==> src/rtl/im_loader_if.sv <==
// Instruction-word stream into the IM loader: valid/ready handshake, 32-bit words.
interface im_loader_if;
    logic        in_valid;
    logic        in_ready;
    logic [31:0] in_data;

    modport master (output in_valid, output in_data, input in_ready);
    modport slave  (input in_valid, input in_data, output in_ready);
endinterface

==> src/rtl/im_loader.sv <==
// Boot-time instruction-memory writer; holds the CPU in reset until the load completes.
// Optional trailing-checksum word verification enabled by IM_LOADER_CHECKSUM_EN.
module im_loader #(
    parameter logic [31:0] BASE_ADDR = 32'h0000_3000,
    parameter int          DEPTH     = 4096,
    parameter int          CNT_W     = 13
) (
    input  logic             clk,
    input  logic             reset,
    input  logic             start,
    input  logic [CNT_W-1:0] len,
    im_loader_if.slave       in_if,
    output logic             im_we,
    output logic [31:0]      im_addr,
    output logic [31:0]      im_wdata,
    output logic             cpu_reset,
    output logic             busy,
    output logic             done,
    output logic             err
);

`ifdef IM_LOADER_CHECKSUM_EN
    typedef enum logic [1:0] {IDLE, LOAD, DONE, CHECK} state_t;
    logic [31:0] sum;
`else
    typedef enum logic [1:0] {IDLE, LOAD, DONE} state_t;
`endif

    state_t           state, state_next;
    logic [CNT_W-1:0] len_q;
    logic [CNT_W-1:0] counter;
    logic [CNT_W-1:0] cnt_inc;
    logic             len_ok;
    logic             accept;
    logic             last_word;

    assign len_ok    = (len != '0) && (len <= CNT_W'(DEPTH));
    assign cnt_inc   = counter + CNT_W'(1);
    assign last_word = (cnt_inc == len_q);

`ifdef IM_LOADER_CHECKSUM_EN
    assign in_if.in_ready = ((state == LOAD) && (counter < len_q)) || (state == CHECK);
`else
    assign in_if.in_ready = (state == LOAD) && (counter < len_q);
`endif
    assign accept = in_if.in_valid && in_if.in_ready;

    always_ff @(posedge clk or negedge reset) begin
        if (!reset) state <= IDLE;
        else        state <= state_next;
    end

    always_comb begin
        state_next = state;
        case (state)
            IDLE: if (start && len_ok) state_next = LOAD;
            LOAD: if (accept && last_word) begin
`ifdef IM_LOADER_CHECKSUM_EN
                state_next = CHECK;
`else
                state_next = DONE;
`endif
            end
`ifdef IM_LOADER_CHECKSUM_EN
            CHECK: if (accept) state_next = (in_if.in_data == sum) ? DONE : IDLE;
`endif
            DONE: if (start) state_next = len_ok ? LOAD : IDLE;
            default: state_next = IDLE;
        endcase
    end

    always_ff @(posedge clk or negedge reset) begin
        if (!reset) begin
            len_q     <= '0;
            counter   <= '0;
            im_we     <= 1'b0;
            im_addr   <= BASE_ADDR;
            im_wdata  <= '0;
            cpu_reset <= 1'b1;
            busy      <= 1'b0;
            done      <= 1'b0;
            err       <= 1'b0;
`ifdef IM_LOADER_CHECKSUM_EN
            sum       <= '0;
`endif
        end else begin
            im_we <= 1'b0;
            case (state)
                IDLE, DONE: begin
                    if (start) begin
                        cpu_reset <= 1'b1;
                        done      <= 1'b0;
                        if (len_ok) begin
                            len_q   <= len;
                            counter <= '0;
                            err     <= 1'b0;
                            busy    <= 1'b1;
`ifdef IM_LOADER_CHECKSUM_EN
                            sum     <= '0;
`endif
                        end else begin
                            err <= 1'b1;
                        end
                    end else if (state == DONE) begin
                        // Release lands one cycle after the final write pulse.
                        cpu_reset <= 1'b0;
                    end
                end
                LOAD: begin
                    if (accept) begin
                        im_we    <= 1'b1;
                        im_addr  <= BASE_ADDR + {{(30-CNT_W){1'b0}}, counter, 2'b00};
                        im_wdata <= in_if.in_data;
                        counter  <= cnt_inc;
`ifdef IM_LOADER_CHECKSUM_EN
                        sum      <= sum + in_if.in_data;
`else
                        if (last_word) begin
                            busy <= 1'b0;
                            done <= 1'b1;
                        end
`endif
                    end
                end
`ifdef IM_LOADER_CHECKSUM_EN
                CHECK: begin
                    if (accept) begin
                        busy <= 1'b0;
                        if (in_if.in_data == sum) done <= 1'b1;
                        else                      err  <= 1'b1;
                    end
                end
`endif
                default: ;
            endcase
        end
    end

endmodule

==> src/flat_wrapper.sv <==
// flat-port wrapper written by rule: the top's interface ports become plain ports
module im_loader_flat 
#(
    parameter logic [31:0] BASE_ADDR = 32'h0000_3000,
    parameter int          DEPTH     = 4096,
    parameter int          CNT_W     = 13
)
  (clk, reset, start, len, im_we, im_addr, im_wdata, cpu_reset, busy, done, err, in_if_in_valid, in_if_in_data, in_if_in_ready);
  im_loader_if in_if_i ();
  input  logic clk;
  input  logic reset;
  input  logic start;
  input  logic [CNT_W-1:0] len;
  output logic im_we;
  output logic [31:0] im_addr;
  output logic [31:0] im_wdata;
  output logic cpu_reset;
  output logic busy;
  output logic done;
  output logic err;
  input wire logic [$bits(in_if_i.in_valid)-1:0] in_if_in_valid;
  input wire logic [$bits(in_if_i.in_data)-1:0] in_if_in_data;
  output wire logic [$bits(in_if_i.in_ready)-1:0] in_if_in_ready;
  assign in_if_i.in_valid = in_if_in_valid;
  assign in_if_i.in_data = in_if_in_data;
  assign in_if_in_ready = in_if_i.in_ready;
  im_loader #(.BASE_ADDR(BASE_ADDR), .DEPTH(DEPTH), .CNT_W(CNT_W)) u_core (.clk(clk), .reset(reset), .start(start), .len(len), .in_if(in_if_i), .im_we(im_we), .im_addr(im_addr), .im_wdata(im_wdata), .cpu_reset(cpu_reset), .busy(busy), .done(done), .err(err));
endmodule
==> config.mk <==
export PLATFORM = sky130hd
export DESIGN_NAME = im_loader_flat
export DESIGN_NICKNAME = d
export VERILOG_FILES = /design/src/rtl/im_loader_if.sv /design/src/rtl/im_loader.sv /design/src/flat_wrapper.sv
export SDC_FILE = /design/constraint.sdc
export NUM_CORES = 1
export LEC_CHECK = 0
export CAP_MARGIN = 20
export CORE_ASPECT_RATIO = 0.6
export CORE_UTILIZATION = 35
export DETAILED_ROUTE_END_ITERATION = 12
export SLEW_MARGIN = 20
export SYNTH_ARGS = -nofsm -noshare
export SYNTH_HDL_FRONTEND = slang
export SYNTH_SLANG_ARGS = --single-unit
==> constraint.sdc <==
create_clock -name clk -period 2 [get_ports clk]
set_input_delay 0.4 -clock clk [delete_from_list [all_inputs] [get_ports clk]]
set_output_delay 0.4 -clock clk [all_outputs]
set_load 0.02 [all_outputs]
==> impl_metrics.yaml, run 1 <==
outcome:
  status: "finished with violations"
  violations: "negative setup slack"
min_path:
  hold_class: "input pin to register"
  min_delay_path_depth: 3
  hold_end: "u_core.len_q[4]"
  min-delay-start: "len[4]"
synth:
  synthMostInstantiatedCell: "nand2_1"
  synthFlopType: "dfrtp_1"
  netlist.area_leader.share_pct: 46.97
  syn_area_per_cell_um2: 9.223
  synth_edf_count: 0
  synthCells: 439
  synth_top_cell_by_area: "dfrtp_1"
  async_reset_ff_share_pct: 100.0
  synth_common_cells: "nand2_1 (125), dfrtp_1 (76), o21ai_0 (29)"
  yosysSeqAreaShare_pct: 48.92
  ys_types: 48
  syn_area_mm2: 0.004049
  synth-seq-cells: 79
  ys_top_cells_by_area: "dfrtp_1 (47%), nand2_1 (12%), ha_1 (4.9%)"
  yosysWarnings: 0
floorplan:
  die_height_um: 85.31
  initial_core_util_pct: 37.07
  fp-row-count: 29
  coreArea_mm2: 0.01092
  pin_count: 119
  dieArea_mm2: 0.01202
  die_w_um: 140.9
global_routing:
  grt_pass1_wl_um: 19710
  grt.overflow.total: 0
  grt_pass1_vias: 3872
  grt_usage_pct: 21.29
  grt_antenna_before_repair: 0
  grt_max_degree: 53
placed_design:
  hpwlAfterDp_um: 8405
  port_buffers: 100
  gp_congestion: 0.8389
final_layout:
  syn_to_final_growth_pct: 74.41
  num_antenna_cells: 0
  fin_util_pct: 64.66
  nNetsFinal: 704
  drive_gt1_share_pct: 37.27
worst_setup_path:
  critPathKind: "register to output port"
  crit_chain: "ha_4, nor2b_4, o2111ai_2, a2111o_1, and2_4, buf_6"
  worst_r2r_path_depth: 9
  critPathMaxFanout: 2
  crit_path_start_kind: "register"
  cpPeakStageDelay_ns: 0.43
  r2r-start: "u_core.counter[1]"
  worstPathArrival_ns: 2.00
  crit_slowest_cell: "a2111o_1"
  r2r_end: "u_core.counter[9]"
  cp-end-kind: "output port"
  reg2reg_setup_slack_ns: -0.34
  worstPathRequired_ns: 1.60
clock_tree:
  cts_tree: "yes"
  htreeDepth: 3
  cts_max_path_buffers: 2
  clock-root-buffer: "clkbuf_16"
  clock_latency_ns: 0.33
  cts_inserted_buffers: 9
  numClockSinks: 79
  cts.clk_slew.worst_paths_ns: 0.06
routing:
  drt-total-wl_um: 12540
  detail-route-antenna-nets: 0
  vias_per_cell: 4.751
  drtIter0Drc: 141
  drcViolationCount: 0
  drtPass1Iterations: 4
  avgRoutedWirePerCell_um: 15.70
  vias: 3796
sta:
  whs_ns: 0.3683
  fin_ws_ns: -0.4013
  finalSetupViolCount: 65
  maxSlewViolCount: 0
  period_needed_ns: 2.401
  final-hold-violation-count: 0
  finalCritPeriodShare_pct: 120.1
  rsz0062_at_grt: "yes"
  clock_skew_ns: 0.007961
  max_freq_ghz: 0.4164
power_and_ir_drop:
  p_per_area_mw_per_mm2: 1057
  leakagePower_nw: 3.263
  finalPower_mw: 7.465
  ir_worst_vdd_uv: 763.1
job:
  cap_viol_max_count: 0
## worst max-delay path by stage
| stage | from | endpoint | slack, ns | depth (start not counted) |
|---|---|---|---|---|
| global route | u_core.counter[1] | in_if_in_ready | -0.45 | 6 |
| floorplan | u_core.counter[1] | u_core.im_addr[11] | -0.14 | 7 |
| global placement | u_core.len_q[1] | in_if_in_ready | -0.46 | 7 |
| detailed placement | len[6] | u_core.counter[5] | -0.50 | 7 |
| CTS | u_core.len_q[1] | in_if_in_ready | -0.35 | 7 |
| finish | u_core.counter[1] | in_if_in_ready | -0.40 | 6 |
## power by group
part / leakage (nW) / switching (mW) / internal [mW]
combinational: 2.15 / 1.77 / 1.85
clock: 0.136 / 0.639 / 0.967
sequential: 0.976 / 0.246 / 2.00
total: 3.26 / 2.65 / 4.81
## state kept, by name, indices dropped and copies added, names as in the netlist
register	cells
u_core.cpu_reset	1
u_core.err	1
u_core.len_q	13
u_core.done	1
u_core.counter	13
u_core.state	2
u_core.im_wdata	32
u_core.im_addr	14
u_core.busy	1
u_core.im_we	1
## timing repair
action | CTS | global route
gates cloned | 7 | 4
resized for setup | 82 | 120
setup endpoints to repair | 65 | 78
endpoints found under the hold margin | 9 | 0
hold buffers | 1 | 0
buffers inserted | 19 | 7
pin swaps | 25 | 38
## kinds of logic after synthesis
logic type | Yosys count | synth area share (%)
simple gates | 189 | 21.45
buf+inv | 60 | 7.787
fa+ha+maj | 16 | 4.944
xor+xnor | 14 | 3.028
other cells | 1 | 0.09262
compound gates | 65 | 9.827
mux | 15 | 3.956
flops | 79 | 48.92
## routing by layer
metal	track usage (%)	part of all wire (%)	vias to the layer above
li1	-	-	1851
met1	31.27	48	1838
met2	32.34	44	102
met3	5.192	7.3	5
met4	3.063	0.35	0
met5	0	0	-
## worst max-delay path: cells and delay by family, from the launching register on
kind                     cells  cell delay, ns
AO/OA/AOI/OAI                2            0.58
flip-flops                   1            0.42
buffers and inverters        1            0.12
adder cells (fa/ha/maj)      1            0.28
AND/OR/NAND/NOR              2            0.28
## placed cells by master (no fill, tap or decap), types with 3 or more instances in the layout
| master | n |
|---|---|
| a21o_1 | 3 |
| a21oi_1 | 9 |
| a21oi_2 | 4 |
| a22o_1 | 4 |
| and3_1 | 5 |
| buf_12 | 8 |
| buf_16 | 3 |
| buf_4 | 79 |
| buf_6 | 14 |
| buf_8 | 4 |
| clkbuf_16 | 11 |
| clkdlybuf4s50_1 | 97 |
| conb_1 | 18 |
| dfrtp_1 | 76 |
| dfstp_2 | 3 |
| ha_1 | 8 |
| ha_4 | 8 |
| inv_1 | 18 |
| inv_2 | 4 |
| mux2_4 | 7 |
| mux2i_1 | 6 |
| nand2_1 | 73 |
| nand2_2 | 34 |
| nand2_4 | 18 |
| nand2b_1 | 4 |
| nand3_4 | 4 |
| nand4_1 | 12 |
| nor2_1 | 7 |
| nor2b_1 | 5 |
| nor3_1 | 4 |
| nor4_2 | 4 |
| o21ai_0 | 17 |
| o21ai_1 | 4 |
| o21ai_2 | 7 |
| xnor2_1 | 6 |
| xor2_1 | 8 |
## layout make-up
class / count / area [um^2]
inverters: 23 / 98.84
flip-flops and latches: 79 / 1981
clock inverters: 5 / 58.81
clock buffers: 11 / 232.7
repair buffers: 209 / 2097
well taps: 155 / 193.9
fillers: 862 / 3860
multi-input cells: 317 / 2400
## metrics by stage
stage | cell area (um^2) | setup TNS, ns | std cells | setup WS, ns
global placement | 5692 | -15.62 | 750 | -0.4598
detailed placement | 5692 | -18.48 | 750 | -0.5013
finish | 7062 | -15.09 | 799 | -0.4013
CTS | 6640 | -17.21 | 793 | -0.3538
global route | 7062 | -19.98 | 799 | -0.4498
floorplan | 4167 | -3.674 | 456 | -0.1405
(Power assumes the default switching activity.)
==> inputs of run 2 (changes only) <==
Clock period 2 ns to 3.1 ns, I/O delays scaled along.
==> run 2 against run 1 <==
  * The run now ends clean
  * Utilization decreased by 14 points
  * Combinational power is 61% lower
  * Sequential share of layout area grew 7.9 points
  * Flip-flop and latch count unchanged
  * Setup slack improved by 0.58 ns
  * Largest cell class is now sequential cells
  * Largest power group is now registers
  * Highest routed layer unchanged
==> impl_metrics.yaml, run 2 (synthesis gave the netlist of run 1 again) <==
floorplan:
  dieArea_mm2: 0.01202
  die_height_um: 85.31
  pin_count: 119
  die_w_um: 140.9
  coreArea_mm2: 0.01092
  fp-row-count: 29
  initial_core_util_pct: 37.07
sta:
  relSlewSlack_pct: 52.26
  finalSetupViolCount: 0
  worst_slew_pin_slew_ns: 0.7161
  maxSlewViolCount: 0
  fin_ws_ns: 0.1784
  rsz0062_at_grt: "no"
  max_freq_ghz: 0.3423
  clock_skew_ns: 0.006972
  finalCritPeriodShare_pct: 94.24
  period_needed_ns: 2.922
  final-hold-violation-count: 0
  fin_tns_setup_ns: 0
routing:
  vias: 3353
  drt-total-wl_um: 10370
  drcViolationCount: 0
  detail-route-antenna-nets: 0
  drtPass1Iterations: 5
  vias_per_cell: 4.770
  drtIter0Drc: 204
  avgRoutedWirePerCell_um: 14.75
worst_setup_path:
  crit_chain: "inv_1, ha_1, nand4_1, a2111o_1, and2_1, dlygate4sd2_1"
  cp.depth: 6
  r2r_end: "u_core.busy"
  worst_r2r_path_depth: 7
  cpPeakStageDelay_ns: 0.45
  crit_path_start_kind: "register"
  r2r-start: "u_core.counter[1]"
  worstPathRequired_ns: 2.48
  startpoint: "u_core.len_q[12]"
  reg2reg_setup_slack_ns: 0.45
  critPathKind: "register to output port"
  cp-end-kind: "output port"
  crit_slowest_cell: "dfrtp_1"
  crit_family: "flip-flops"
  setup.worst_path.end: "in_if_in_ready"
  critPathMaxFanout: 6
  worst-path-buf-inv: 2
  worstPathArrival_ns: 2.30
final_layout:
  final_common_cell: "nand2_1"
  largestRegisters: "u_core.im_wdata (32), u_core.im_addr (14)"
  nNetsFinal: 608
  num_antenna_cells: 0
  syn_to_final_growth_pct: 36.12
  drive_gt1_share_pct: 8.212
  top_register: "u_core.im_wdata"
  num-fill-cells: 1039
  final_cell_mix: "nand2_1 (125), clkdlybuf4s50_1 (98), dfrtp_1 (76)"
  largest_reg_flops: 32
clock_tree:
  cts_setup_buffers: 0
  htreeDepth: 3
  cts_inserted_buffers: 9
  cts_tree: "yes"
  ctsHoldBuffers: 0
  clock_latency_ns: 0.34
  cts.clk_slew.worst_paths_ns: 0.06
  cts_max_path_buffers: 2
  numClockSinks: 79
  clock-root-buffer: "clkbuf_16"
global_routing:
  grt_usage_pct: 18.44
  grt_pass1_vias: 3334
  grt.overflow.total: 0
  grt_pass1_wl_um: 17090
  grt_max_degree: 80
  grt_antenna_before_repair: 0
job:
  cap_viol_max_count: 0
power_and_ir_drop:
  leakagePower_nw: 2.551
  p_per_area_mw_per_mm2: 734.8
  ir_worst_vdd_uv: 441.3
min_path:
  hold_class: "input pin to asynchronous set/reset pin"
placed_design:
  hpwlAfterDp_um: 7639
  gp_congestion: 0.8638
  port_buffers: 100
  place_ws_ns: 0.3392
outcome:
  status: "completed"
-- run 2: cell types whose count changed in the layout (fill, tap and decap cells not counted), sizes merged --
cell and change:
clkbuf -3, clkinvlp -1, inv +2, dlygate4sd3 -1
dlymetal6s2s -1, bufinv +1, clkdlybuf4s50 +1, buf -94
dlygate4sd2 +1, clkinv -1
-- run 2: how the worst min path moves through the flow --
stage | from | endpoint | slack, ns
finish | reset | u_core.len_q[0] | 0.32
detailed placement | u_core.im_wdata[16] | u_core.im_wdata[16] | 0.46
global placement | u_core.cpu_reset | u_core.cpu_reset | 0.44
CTS | u_core.im_wdata[16] | u_core.im_wdata[16] | 0.48
global route | reset | u_core.len_q[3] | 0.38
floorplan | reset | u_core.busy | 0.32
-- run 2: report_power, final --
group          leakage [nW]  internal [mW]  switching (mW)
sequential            0.976           1.29           0.195
clock                 0.153          0.711           0.437
combinational          1.42          0.641           0.778
total                  2.55           2.64            1.41
-- run 2: cell type report --
cell class / instances / area (um^2) / share of cell area, %
clock inverters: 6 / 93.84 / 1.703
clock buffers: 10 / 229.0 / 4.154
repair buffers: 113 / 1111 / 20.16
inverters: 23 / 86.33 / 1.566
multi-input cells: 317 / 1817 / 32.96
flip-flops and latches: 79 / 1981 / 35.94
well taps: 155 / 193.9 / 3.519
-- run 2: metrics by stage --
stage / utilization (%) / instances / cell area (um^2) / hold WS, ns / total power [mW]
detailed placement: 47.49 / 687 / 5186 / 0.4618 / 2.921
CTS: 50.43 / 703 / 5508 / 0.4772 / 4.096
finish: 50.46 / 703 / 5512 / 0.3234 / 4.050
global placement: 47.49 / 687 / 5186 / 0.4446 / 2.896
floorplan: - / 456 / 4113 / 0.3244 / 2.320
global route: 50.46 / 703 / 5512 / 0.3829 / 4.311
-- run 2: routing by layer --
metal | part of all wire [%] | track usage (%)
met1 | 52 | 27.65
met2 | 41 | 25.87
met3 | 6.8 | 5.813
met4 | 0.41 | 3.458
met5 | 0 | 0
-- run 2: worst reg2reg max path, cell delays in order, from the launching register on --
cell and delay [ns]:
dfrtp_1 0.48, ha_1 0.29, nand3_1 0.27, or4_1 0.57
mux2i_1 0.22, nor4_2 0.16, nand4_1 0.28, a21o_1 0.26
-- run 2: repair_timing --
item	4_1_cts	5_1_grt
endpoints found under the setup margin	1	0
gates resized for setup	1	0
hold endpoints to repair	0	0
==> inputs of run 3 (changes only) <==
Settings changed: MAX_ROUTING_LAYER from default to met4.
==> run 3 against run 2 <==
  * Via count is 1.4% higher
  * Utilization is 0.092 points higher
  * Wire length hardly changed
  * Maximum frequency is 0.16% higher
  * Final cell count is 0.14% higher
  * Hold slack worse by 0.017 ns
  * Critical path type unchanged
  * Critical endpoint unchanged
  * Largest cell class unchanged
  * Highest routed layer unchanged
==> impl_metrics.yaml, run 3 (synthesis gave the netlist of run 1 again) <==
routing:
  drt-total-wl_um: 10360
  avgRoutedWirePerCell_um: 14.72
  drtIter0Drc: 229
  vias: 3400
  drcViolationCount: 0
  drtPass1Iterations: 5
  detail-route-antenna-nets: 0
  vias_per_cell: 4.830
clock_tree:
  cts.clk_slew.worst_paths_ns: 0.06
  cts_max_path_buffers: 2
  clock_latency_ns: 0.34
  cts_tree: "yes"
  htreeDepth: 3
  numClockSinks: 79
  cts_inserted_buffers: 9
  clock-root-buffer: "clkbuf_16"
  ctsHoldBuffers: 0
floorplan:
  initial_core_util_pct: 37.07
  die_height_um: 85.31
  coreArea_mm2: 0.01092
  pin_count: 119
  dieArea_mm2: 0.01202
  die_w_um: 140.9
  fp-row-count: 29
final_layout:
  multiInputGateArea_mm2: 0.001817
  num-fill-cells: 1031
  stdcell_count: 704
  num_antenna_cells: 0
  design_area_mm2: 0.005522
  final_cell_mix: "nand2_1 (125), clkdlybuf4s50_1 (98), dfrtp_1 (74)"
  top_register: "u_core.im_wdata"
  nNetsFinal: 609
  final_common_cell: "nand2_1"
  largestRegisters: "u_core.im_wdata (32), u_core.im_addr (14)"
  syn_to_final_growth_pct: 36.37
  largest_reg_flops: 32
  regArea_mm2: 0.001983
  drive_gt1_share_pct: 8.743
worst_setup_path:
  worstPathRequired_ns: 2.48
  crit_slowest_cell: "dfrtp_1"
  crit_family: "compound AO/OA/AOI/OAI gates"
  cpPeakStageDelay_ns: 0.46
  crit_chain: "ha_1, nor2b_1, o2111ai_1, a2111o_1, and2_1, dlygate4sd2_1"
  critPathKind: "register to output port"
  critPathMaxFanout: 6
  crit_path_start_kind: "register"
  worstPathArrival_ns: 2.30
  worst-path-buf-inv: 1
  cp-end-kind: "output port"
  cp.depth: 6
  worst_r2r_path_depth: 9
sta:
  fin_tns_setup_ns: 0
  maxSlewViolCount: 0
  worst_slew_pin_slew_ns: 0.7226
  rsz0062_at_grt: "no"
  finalSetupViolCount: 0
  period_needed_ns: 2.917
  finalCritPeriodShare_pct: 94.10
  relSlewSlack_pct: 51.83
  max_freq_ghz: 0.3428
  clock_skew_ns: 0.004335
  final-hold-violation-count: 0
global_routing:
  grt_pass1_wl_um: 17280
  grt.overflow.total: 0
  grt_antenna_before_repair: 0
  grt_max_degree: 80
  grt_pass1_vias: 3217
  grt_usage_pct: 19.21
power_and_ir_drop:
  p_per_area_mw_per_mm2: 734.0
  ir_worst_vdd_uv: 410.3
  leakagePower_nw: 2.553
  finalPower_mw: 4.053
placed_design:
  port_buffers: 100
  hpwlAfterDp_um: 7671
  dp.cells: 688
  gp_congestion: 0.9639
  dpl_cell_area_mm2: 0.005194
min_path:
  hold_class: "input pin to asynchronous set/reset pin"
outcome:
  status: "completed"
job:
  cap_viol_max_count: 0
==> run 3: cell types whose count changed in the layout (fill, tap and decap cells not counted), sizes merged <==
cell and delta:
buf +1
==> run 3: worst paths after layout <==
kind,slack (ns),from,to
max,0.18,u_core.counter[1],in_if_in_ready
min,0.31,reset,u_core.len_q[3]
max reg2reg,0.35,u_core.counter[1],u_core.busy
min reg2reg,0.47,u_core.cpu_reset,u_core.cpu_reset
max in group asynchronous,2.24,reset,u_core.counter[9]
min in group clk,0.47,u_core.cpu_reset,u_core.cpu_reset
==> run 3: timing repair <==
item	in CTS	in global routing
setup endpoints to repair	1	0
resized for setup	3	0
setup buffers	0	0
==> run 3: stage by stage <==
step | setup slack (ns) | utilization (%) | hold WS (ns)
3_5_place_dp | 0.3444 | 47.55 | 0.4604
4_1_cts | 0.1949 | 50.52 | 0.4700
5_1_grt | 0.03216 | 50.56 | 0.3848
6_report | 0.1830 | 50.56 | 0.3061
2_1_floorplan | 0.8761 | - | 0.3244
3_3_place_gp | 0.3703 | 47.55 | 0.4469
==> run 3: area by class of cell <==
type / instances / area share [%]
multi-input combinational: 317 / 32.90
clock buffer: 10 / 4.147
timing repair buffer: 114 / 20.26
clock inverter: 6 / 1.700
sequential: 79 / 35.92
inverter: 23 / 1.564
tap: 155 / 3.512
==> run 3: per-layer routing <==
metal / global-route usage, % / up-vias / wire, um
met5: - / - / 0
met3: 6.828 / 7 / 805
li1: - / 1647 / -
met2: 24.51 / 108 / 4193
met4: 3.458 / 0 / 62
met1: 28.58 / 1638 / 5300
==> run 3: power by group <==
group          internal, mW  switching (mW)
Sequential             1.29           0.198
Combinational         0.641           0.782
Clock                 0.711           0.433
Total                  2.64            1.41
